[src/rtl/miim_arbiter.sv]
`default_nettype none
// ============================================================================
// Module   : miim_arbiter
// Brief    : Round-robin arbiter sharing one MIIM management master between
//            NUM_REQ requesters, one transaction in flight, with watchdog.
//            Optional `MIIM_ARB_LOCK_EN adds req_lock for atomic RMW ownership.
// Revision : 1.0 - initial release
// ============================================================================
module miim_arbiter #(
    parameter int NUM_REQ        = 2,
    parameter int TIMEOUT_CYCLES = 65535
) (
    input  logic                    clk,
    input  logic                    reset,
    input  logic [NUM_REQ-1:0]      req_valid,
    input  logic [NUM_REQ-1:0]      req_write,
    input  logic [5*NUM_REQ-1:0]    req_phyad,
    input  logic [5*NUM_REQ-1:0]    req_regad,
    input  logic [16*NUM_REQ-1:0]   req_wrdata,
`ifdef MIIM_ARB_LOCK_EN
    input  logic [NUM_REQ-1:0]      req_lock,
`endif
    output logic [NUM_REQ-1:0]      req_ready,
    output logic [NUM_REQ-1:0]      rsp_valid,
    output logic [15:0]             rsp_rddata,
    output logic                    rsp_err,
    output logic                    arb_busy,
    output logic [4:0]              miim_phyad,
    output logic [4:0]              miim_regad,
    output logic [15:0]             miim_wrdata,
    output logic                    miim_wren,
    output logic                    miim_rden,
    input  logic                    miim_busy,
    input  logic [15:0]             miim_rddata,
    input  logic                    miim_rddata_valid
);

    localparam int              c_IW      = $clog2(NUM_REQ);
    localparam logic [c_IW-1:0] c_LAST    = c_IW'(NUM_REQ - 1);
    localparam logic [15:0]     c_WD_LAST = 16'(TIMEOUT_CYCLES - 1);

    typedef enum logic [1:0] {
        S_IDLE     = 2'd0,
        S_ISSUE    = 2'd1,
        S_WAIT     = 2'd2,
        S_COMPLETE = 2'd3
    } state_t;

    state_t          r_state, w_next;
    logic [c_IW-1:0] r_rr, r_owner;
    logic            r_write, r_busy_seen, r_data_seen, r_err;
    logic [4:0]      r_phyad, r_regad;
    logic [15:0]     r_wrdata, r_rddata, r_wd;

    logic [c_IW-1:0] w_scan_base, w_scan_idx, w_pick;
    logic            w_found, w_grant, w_done, w_timeout;
    logic            w_lock_hold, w_lock_release;
    logic [15:0]     w_wd_inc;

    logic [4:0]      w_phyad_arr  [NUM_REQ];
    logic [4:0]      w_regad_arr  [NUM_REQ];
    logic [15:0]     w_wrdata_arr [NUM_REQ];

    function automatic logic [c_IW-1:0] f_inc(input logic [c_IW-1:0] i);
        return (i == c_LAST) ? '0 : i + 1'b1;
    endfunction

    for (genvar gi = 0; gi < NUM_REQ; gi++) begin : g_unpack
        assign w_phyad_arr[gi]  = req_phyad[5*gi +: 5];
        assign w_regad_arr[gi]  = req_regad[5*gi +: 5];
        assign w_wrdata_arr[gi] = req_wrdata[16*gi +: 16];
    end

`ifdef MIIM_ARB_LOCK_EN
    logic r_locked;
    assign w_lock_hold    = r_locked &  req_lock[r_owner];
    assign w_lock_release = r_locked & ~req_lock[r_owner];
`else
    assign w_lock_hold    = 1'b0;
    assign w_lock_release = 1'b0;
`endif

    // A released lock restarts the scan just past the previous owner.
    assign w_scan_base = w_lock_release ? f_inc(r_owner) : r_rr;
    assign w_grant     = w_found & ~miim_busy;
    assign w_wd_inc    = r_wd + 16'd1;
    // Watchdog starts at 0 in the first WAIT cycle, so the abort lands on
    // COMPLETE exactly TIMEOUT_CYCLES cycles after ISSUE.
    assign w_timeout   = (w_wd_inc == c_WD_LAST);
    assign w_done      = r_busy_seen & ~miim_busy &
                         (r_write | r_data_seen | miim_rddata_valid);

    assign arb_busy    = (r_state != S_IDLE);
    assign miim_phyad  = r_phyad;
    assign miim_regad  = r_regad;
    assign miim_wrdata = r_wrdata;

    always_comb begin
        w_found    = 1'b0;
        w_pick     = r_owner;
        w_scan_idx = w_scan_base;
        if (w_lock_hold) begin
            w_found = req_valid[r_owner];
        end else begin
            for (int k = 0; k < NUM_REQ; k++) begin
                if (!w_found && req_valid[w_scan_idx]) begin
                    w_found = 1'b1;
                    w_pick  = w_scan_idx;
                end
                w_scan_idx = f_inc(w_scan_idx);
            end
        end
    end

    always_comb begin
        w_next     = r_state;
        req_ready  = '0;
        rsp_valid  = '0;
        rsp_rddata = '0;
        rsp_err    = 1'b0;
        miim_wren  = 1'b0;
        miim_rden  = 1'b0;
        case (r_state)
            S_IDLE: begin
                if (w_grant) w_next = S_ISSUE;
            end
            S_ISSUE: begin
                req_ready[r_owner] = 1'b1;
                miim_wren          = r_write;
                miim_rden          = ~r_write;
                w_next             = S_WAIT;
            end
            S_WAIT: begin
                if (w_done || w_timeout) w_next = S_COMPLETE;
            end
            S_COMPLETE: begin
                rsp_valid[r_owner] = 1'b1;
                rsp_err            = r_err;
                rsp_rddata         = (!r_err && !r_write) ? r_rddata : 16'd0;
                w_next             = S_IDLE;
            end
            default: w_next = S_IDLE;
        endcase
    end

    always_ff @(posedge clk) begin
        if (reset) begin
            r_state     <= S_IDLE;
            r_rr        <= '0;
            r_owner     <= '0;
            r_write     <= 1'b0;
            r_phyad     <= '0;
            r_regad     <= '0;
            r_wrdata    <= '0;
            r_busy_seen <= 1'b0;
            r_data_seen <= 1'b0;
            r_rddata    <= '0;
            r_err       <= 1'b0;
            r_wd        <= '0;
`ifdef MIIM_ARB_LOCK_EN
            r_locked    <= 1'b0;
`endif
        end else begin
            r_state <= w_next;
            case (r_state)
                S_IDLE: begin
`ifdef MIIM_ARB_LOCK_EN
                    if (w_lock_release) begin
                        r_locked <= 1'b0;
                        r_rr     <= f_inc(r_owner);
                    end
`endif
                    if (w_grant) begin
                        r_owner  <= w_pick;
                        r_write  <= req_write[w_pick];
                        r_phyad  <= w_phyad_arr[w_pick];
                        r_regad  <= w_regad_arr[w_pick];
                        r_wrdata <= w_wrdata_arr[w_pick];
                    end
                end
                S_ISSUE: begin
                    r_busy_seen <= 1'b0;
                    r_err       <= 1'b0;
                    r_wd        <= '0;
                    // Read data may already arrive in the strobe cycle.
                    r_data_seen <= ~r_write & miim_rddata_valid;
                    r_rddata    <= (~r_write & miim_rddata_valid) ? miim_rddata : 16'd0;
                end
                S_WAIT: begin
                    r_wd <= w_wd_inc;
                    if (miim_busy) r_busy_seen <= 1'b1;
                    if (!r_write && !r_data_seen && miim_rddata_valid) begin
                        r_data_seen <= 1'b1;
                        r_rddata    <= miim_rddata;
                    end
                    if (!w_done && w_timeout) r_err <= 1'b1;
                end
                S_COMPLETE: begin
`ifdef MIIM_ARB_LOCK_EN
                    if (req_lock[r_owner]) r_locked <= 1'b1;
                    else                   r_rr     <= f_inc(r_owner);
`else
                    r_rr <= f_inc(r_owner);
`endif
                end
                default: ;
            endcase
        end
    end

endmodule
`default_nettype wire

[config.mk]
export PLATFORM = sky130hd
export DESIGN_NAME = miim_arbiter
export DESIGN_NICKNAME = d
export VERILOG_FILES = /design/src/rtl/miim_arbiter.sv
export SDC_FILE = /design/constraint.sdc
export NUM_CORES = 1
export LEC_CHECK = 0
export CORE_MARGIN = 2
export CORE_UTILIZATION = 40
export CTS_CLUSTER_SIZE = 14
export DETAILED_ROUTE_END_ITERATION = 16
export GPL_ROUTABILITY_DRIVEN = 0
export PLACE_DENSITY = 0.77
export REMOVE_ABC_BUFFERS = 1
export SETUP_SLACK_MARGIN = 0.15
export SLEW_MARGIN = 20
export SYNTH_ARGS = -nofsm -noshare
export SYNTH_HDL_FRONTEND = slang
export SYNTH_SLANG_ARGS = --single-unit
[constraint.sdc]
create_clock -name clk -period 1.97 [get_ports clk]
set_clock_uncertainty 0.1 [all_clocks]
set_input_delay 0.2955 -clock clk [delete_from_list [all_inputs] [get_ports clk]]
set_output_delay 0.2955 -clock clk [all_outputs]
set_load 0.02 [all_outputs]
==> metrics, run 1 <==
average vias per placed instance 5.23; Pins Over Slew Limit 0; starting density of the core 40.5%; hold endpoint r_wd[11]$_SDFFE_PP0P_; CTS tree built; Reg2Reg Capture Point r_state[1]$_SDFFE_PP0P_; area enclosed by the die boundary 8940 um^2; number of buffer and inverter instances along the worst setup path 0; cell area after synthesis 3280 um^2; total half-perimeter wirelength after legalization and detailed placement 6.98 mm; die outline height 94.5 um; master of the slowest instance on the critical path sky130_fd_sc_hd__dfxtp_2; global routing usage summed across all routing layers 22.3%; violated checks setup timing; slowest cell delay on critical path 0.35 ns; horizontal die dimension 94.5 um; period utilisation layout 104%; wire length of the first global-routing pass 15.8 mm; area occupied by registers 1340 um^2; Clock H-tree levels 3; total leakage power 0.00206 uW; setup TNS -0.127 ns; sum of routed wire length over all layers 10.2 mm; total DRC errors in the routed layout 0; via count 3,430; clock latency reported for the late side of the worst-skew pair 0.34 ns; Peak VDD IR 0.606 mV; WS Path Type register to register; core occupancy in the finished layout 66.0%; leading cell types by total area after synthesis sky130_fd_sc_hd__dfxtp_1, sky130_fd_sc_hd__mux2i_1, sky130_fd_sc_hd__nor2_1; Yosys top cell by area sky130_fd_sc_hd__dfxtp_1; critical path depth in cells 6; number of nets in the final layout 628; Yosys top cell area share 40.3%; maximum fanout encountered on the critical timing path 3; time the final worst path needs with I/O delays and setup 2.04 ns; post-place instance area 4880 um^2; pin slew with the least headroom to its limit 0.353 ns; worst hold-check slack 0.203 ns; worst r2r src r_wd[2]$_SDFFE_PP0P_; final setup slack of the worst path -0.0750 ns; fraction of layout cells with a size suffix above 1 24.3%; CP arrival 2.21 ns; most common cell in the synthesized netlist sky130_fd_sc_hd__nor2_1; Synthesis Warnings 0; Post-Layout Inst Area 5340 um^2; count of TritonRoute iterations in the first routing pass 4; data required time of the critical path 2.13 ns; Port Buffers 125; # IOs 126; First DRT Iteration DRCs 107; diodes inserted 0; Setup crit end kind register; filler cell count in the final layout 640; vias in the first global route 3,396; top post-synthesis cells by count sky130_fd_sc_hd__nor2_1, sky130_fd_sc_hd__dfxtp_1, sky130_fd_sc_hd__mux2i_1; reg2reg setup slack -0.07 ns; sequential-to-total area share from yosys stat 40.3%; Max Clk Rate 489 MHz; global-route congestion overflow total 0; clock input transition at the sequential cells of the worst setup and hold paths 0.08 ns; worst relative slew slack 76.3%; Total Power 5600 uW; max-cap check violation count 0; flip-flop and latch count after synthesis 66; wire length per cell 15.6 um; final hold violation count 0; critical hold path startpoint reset; number of enable flip-flop cells after synthesis 0; Multi-input gate area 1970 um^2; number of CTS-inserted buffers 9; largest net degree at the start of global routing 51; ANT nets after route 0; crit-path leading delay family simple AND/OR/NAND/NOR gates; number of sinks driven by the clock tree 66; synthesized area per cell 8.49 um^2; deepest clock path buffer count 2; number of instances on the worst hold path 2; RSZ-0062 raised after global routing true; startpoint class of the critical path register; post-synthesis async set-or-reset flop share 0%; result of the run finished, violations left; PD cells 1050 nW/um^2; FP Rows 33; Layout area overhead 63.0%; area inside the core boundary 8090 um^2; CTS Root Buffer Type sky130_fd_sc_hd__clkbuf_8; logic depth of the worst register-to-register path 6; initial antenna violation count 0; ordered cell list for the critical path nand3_2 > or3_1 > a211o_1 > nor4b_2 > a32o_2 > mux2i_1; count of distinct cell types in the synthesized netlist 48; most common flop cell mapped by yosys sky130_fd_sc_hd__dfxtp_1; path type of the worst min-delay path primary input to register; synthesized instance count 386; total setup violations reported at the end of the flow 2
## worst max path at each step
stage	from	to	slack, ns
after floorplan	r_owner$_SDFFE_PP0P_	miim_phyad[0]$_SDFFE_PP0P_	-2.02
after global placement	r_state[0]$_SDFFE_PP0P_	rsp_rddata[5]	-0.11
after detailed placement	r_state[0]$_SDFFE_PP0P_	rsp_rddata[7]	-0.13
after CTS	r_wd[4]$_SDFFE_PP0P_	r_state[1]$_SDFFE_PP0P_	0.002
after global routing	r_wd[2]$_SDFFE_PP0P_	r_state[1]$_SDFFE_PP0P_	-0.15
final	r_wd[2]$_SDFFE_PP0P_	r_state[1]$_SDFFE_PP0P_	-0.07
## layout by cell type, fill, tap and decap left out, drive strengths merged, types with 2 or more instances in the layout
cell           instances
nor3                   4
nor4b                  3
buf                   76
a21o                   2
mux2i                 30
clkinv                 2
nand4                  5
o21ai                 13
ha                     6
a31oi                  3
nor2                  68
o31ai                  3
a32o                   2
a22oi                 26
clkbuf                13
and2                  20
bufinv                 2
o21a                   3
a211oi                27
xnor2                  2
mux2                   2
clkdlybuf4s50        100
nor2b                  4
nand2b                 7
nand2                 22
dfxtp                 66
and3                   2
nand3                  6
a21oi                 10
inv                    9
## final cells by class
type                            instances  area share [%]
Inverter                                9           0.726
Timing Repair Buffer                  177            30.7
Clock buffer                           12            2.90
Multi-Input combinational cell        283            36.8
Sequential cell                        66            25.0
Tap cell                              105            2.46
Clock inverter                          4            1.38
## state kept, by name, summed over array words and instances (netlist names), 2 cells and up
signal       count
miim_wrdata     16
r_rddata        16
r_wd            16
miim_phyad       5
miim_regad       5
r_state          2
## cell families after synthesis
group / share of synthesized area, %
flops: 40.3
fa+ha+maj: 2.29
simple gates: 21.7
compound gates: 20.4
mux: 9.85
buf+inv: 4.66
xor+xnor: 0.802
## where the power goes
group	switching, uW	internal [uW]	total (uW)	leakage (uW)
clock	531	783	1310	0.000117
combinational	1380	1190	2570	0.00140
sequential	141	1580	1720	0.000543
total	2050	3550	5600	0.00206
## routing by layer
metal  GRT usage [%]  wire length (um)  vias to the layer above
li1                -                 -                     1690
met1            25.0              4050                     1622
met2            39.5              5280                      102
met3            8.86               732                       16
met4            5.68               143                        0
met5               0                 0                        -
## per-stage QoR
stage / cells / worst slack, ns
after floorplan: 358 / -2.02
after global placement: 628 / -0.107
after detailed placement: 628 / -0.134
after CTS: 649 / 0.00228
after global routing: 656 / -0.149
final: 656 / -0.0750
## worst reg2reg max path: stages (launching register included)
cell and delay, ns:
sky130_fd_sc_hd__dfxtp_2 0.35, sky130_fd_sc_hd__nand3_2 0.08, sky130_fd_sc_hd__or3_1 0.34, sky130_fd_sc_hd__a211o_1 0.34, sky130_fd_sc_hd__nor4b_2 0.31, sky130_fd_sc_hd__a32o_2 0.24, sky130_fd_sc_hd__mux2i_1 0.20
## repair_timing
item | CTS | global route
setup buffers | 4 | 6
resized for setup | 134 | 40
gates cloned | 1 | 1
hold buffers | 0 | 0
endpoints found under the hold margin | 0 | 0
pin swaps | 8 | 16
endpoints found under the setup margin | 45 | 64
Power figures use the tool's default switching activity.
==> inputs of run 2 (changes only) <==
--- a/config.mk
+++ b/config.mk
@@ -13,6 +13,7 @@
 export PLACE_DENSITY = 0.77
 export REMOVE_ABC_BUFFERS = 1
 export SETUP_SLACK_MARGIN = 0.15
+export SKIP_CTS_REPAIR_TIMING = 1
 export SLEW_MARGIN = 20
 export SYNTH_ARGS = -nofsm -noshare
 export SYNTH_HDL_FRONTEND = slang
==> metrics, run 2 (same netlist as run 1, synthesis figures left out) <==
Clock H-tree levels 3; total leakage power 0.00207 uW; total setup violations reported at the end of the flow 3; First DRT Iteration DRCs 124; worst relative slew slack 71.8%; WS Path Type register to register; clock latency reported for the late side of the worst-skew pair 0.33 ns; PD cells 1080 nW/um^2; data required time of the critical path 2.13 ns; Pins Over Slew Limit 0; Max Clk Rate 494 MHz; pre-CTS setup slack -0.134 ns; Setup crit end kind register; ANT nets after route 0; Sw Share 36.3%; initial antenna violation count 0; wire length of the first global-routing pass 15.3 mm; number of nets in the final layout 626; violated checks setup timing; global routing usage summed across all routing layers 21.6%; clock input transition at the sequential cells of the worst setup and hold paths 0.07 ns; combinational share of power 46.8%; most frequent cells in the layout sky130_fd_sc_hd__clkdlybuf4s50_1, sky130_fd_sc_hd__nor2_1, sky130_fd_sc_hd__dfxtp_1; result of the run finished, violations left; total DRC errors in the routed layout 0; Net Switching 2060 uW; cell-internal power 3620 uW; CP arrival 2.18 ns; # IOs 126; master of the slowest instance on the critical path sky130_fd_sc_hd__dfxtp_4; area enclosed by the die boundary 8940 um^2; part of the total power dissipated in sequential elements 30.2%; number of sinks driven by the clock tree 66; slowest cell delay on critical path 0.37 ns; crit-path leading delay family simple AND/OR/NAND/NOR gates; CTS tree built; area inside the core boundary 8090 um^2; reg2reg setup slack -0.05 ns; CTS Root Buffer Type sky130_fd_sc_hd__clkbuf_8; RSZ-0062 raised after global routing true; global-route congestion overflow total 0; hold endpoint r_wd[12]$_SDFFE_PP0P_; starting density of the core 40.5%; vias in the first global route 3,321; die outline height 94.5 um; fraction of layout cells with a size suffix above 1 23.9%; Reg2Reg Capture Point r_state[1]$_SDFFE_PP0P_; Peak VDD IR 0.624 mV; wire length per cell 15.3 um; Post-Layout Inst Area 5280 um^2; commonest non-fill, non-tap cell in the layout sky130_fd_sc_hd__clkdlybuf4s50_1; largest net degree at the start of global routing 51; proportion of power drawn by the clock network 23.0%; count of TritonRoute iterations in the first routing pass 4; number of buffer and inverter instances along the worst setup path 0; average vias per placed instance 5.24; final hold violation count 0; critical hold path startpoint reset; maximum fanout encountered on the critical timing path 4; worst r2r src r_wd[1]$_SDFFE_PP0P_; post-place instance area 4880 um^2; number of CTS-inserted buffers 9; Layout area overhead 61.1%; horizontal die dimension 94.5 um; diodes inserted 0; total half-perimeter wirelength after legalization and detailed placement 6.98 mm; final setup slack of the worst path -0.0529 ns; period utilisation layout 103%; setup TNS -0.0945 ns; FP Rows 33; time the final worst path needs with I/O delays and setup 2.02 ns; sum of routed wire length over all layers 10.0 mm; pin slew with the least headroom to its limit 0.418 ns; path type of the worst min-delay path primary input to register; ordered cell list for the critical path nand2_2 > or3_1 > a211o_1 > nor4b_2 > a32o_2 > mux2i_1; max-cap check violation count 0; number of instances on the worst hold path 2; deepest clock path buffer count 2; startpoint class of the critical path register; Port Buffers 125; logic depth of the worst register-to-register path 6; via count 3,429
run 2: through the flow:
stage | power [uW] | hold slack, ns | std cells | utilization, %
after global routing | 6010 | 0.203 | 654 | 65.3
after floorplan | 2960 | 0.265 | 358 | -
after CTS | 5350 | 0.193 | 644 | 63.1
after detailed placement | 4040 | 0.369 | 628 | 60.3
final | 5680 | 0.205 | 654 | 65.3
after global placement | 3970 | 0.356 | 628 | 60.3
run 2: how the worst max path moves through the flow:
stage	start	to	slack, ns	cells after the start
floorplan	r_owner$_SDFFE_PP0P_	miim_phyad[0]$_SDFFE_PP0P_	-2.02	4
global placement	r_state[0]$_SDFFE_PP0P_	rsp_rddata[5]	-0.11	5
detailed placement	r_state[0]$_SDFFE_PP0P_	rsp_rddata[7]	-0.13	5
CTS	r_state[0]$_SDFFE_PP0P_	rsp_rddata[7]	-0.53	5
global route	r_wd[1]$_SDFFE_PP0P_	r_state[1]$_SDFFE_PP0P_	-0.17	8
finish	r_wd[1]$_SDFFE_PP0P_	r_state[1]$_SDFFE_PP0P_	-0.05	6
run 2: power by group through the flow:
stage | sequential, uW | combinational, uW | clock, uW
final | 1720 | 2660 | 1310
after global placement | 1730 | 2240 | 0
after CTS | 1710 | 2310 | 1330
after detailed placement | 1740 | 2300 | 0
after global routing | 1740 | 2870 | 1400
after floorplan | 1890 | 1070 | 0
run 2: layout make-up:
class	count	area, um^2
clock buffers	12	155
clock inverters	4	73.8
well taps	105	131
repair inverters	1	7.51
inverters	9	37.5
flip-flops and latches	66	1340
repair buffers	174	1600
fillers	651	2810
multi-input cells	283	1940
run 2: routing by layer:
layer	global-route usage, %	part of all wire (%)	up-vias
met4	5.43	1.8	0
li1	-	-	1692
met2	37.8	50	111
met5	0	0	-
met1	24.4	41	1608
met3	8.94	7.4	18
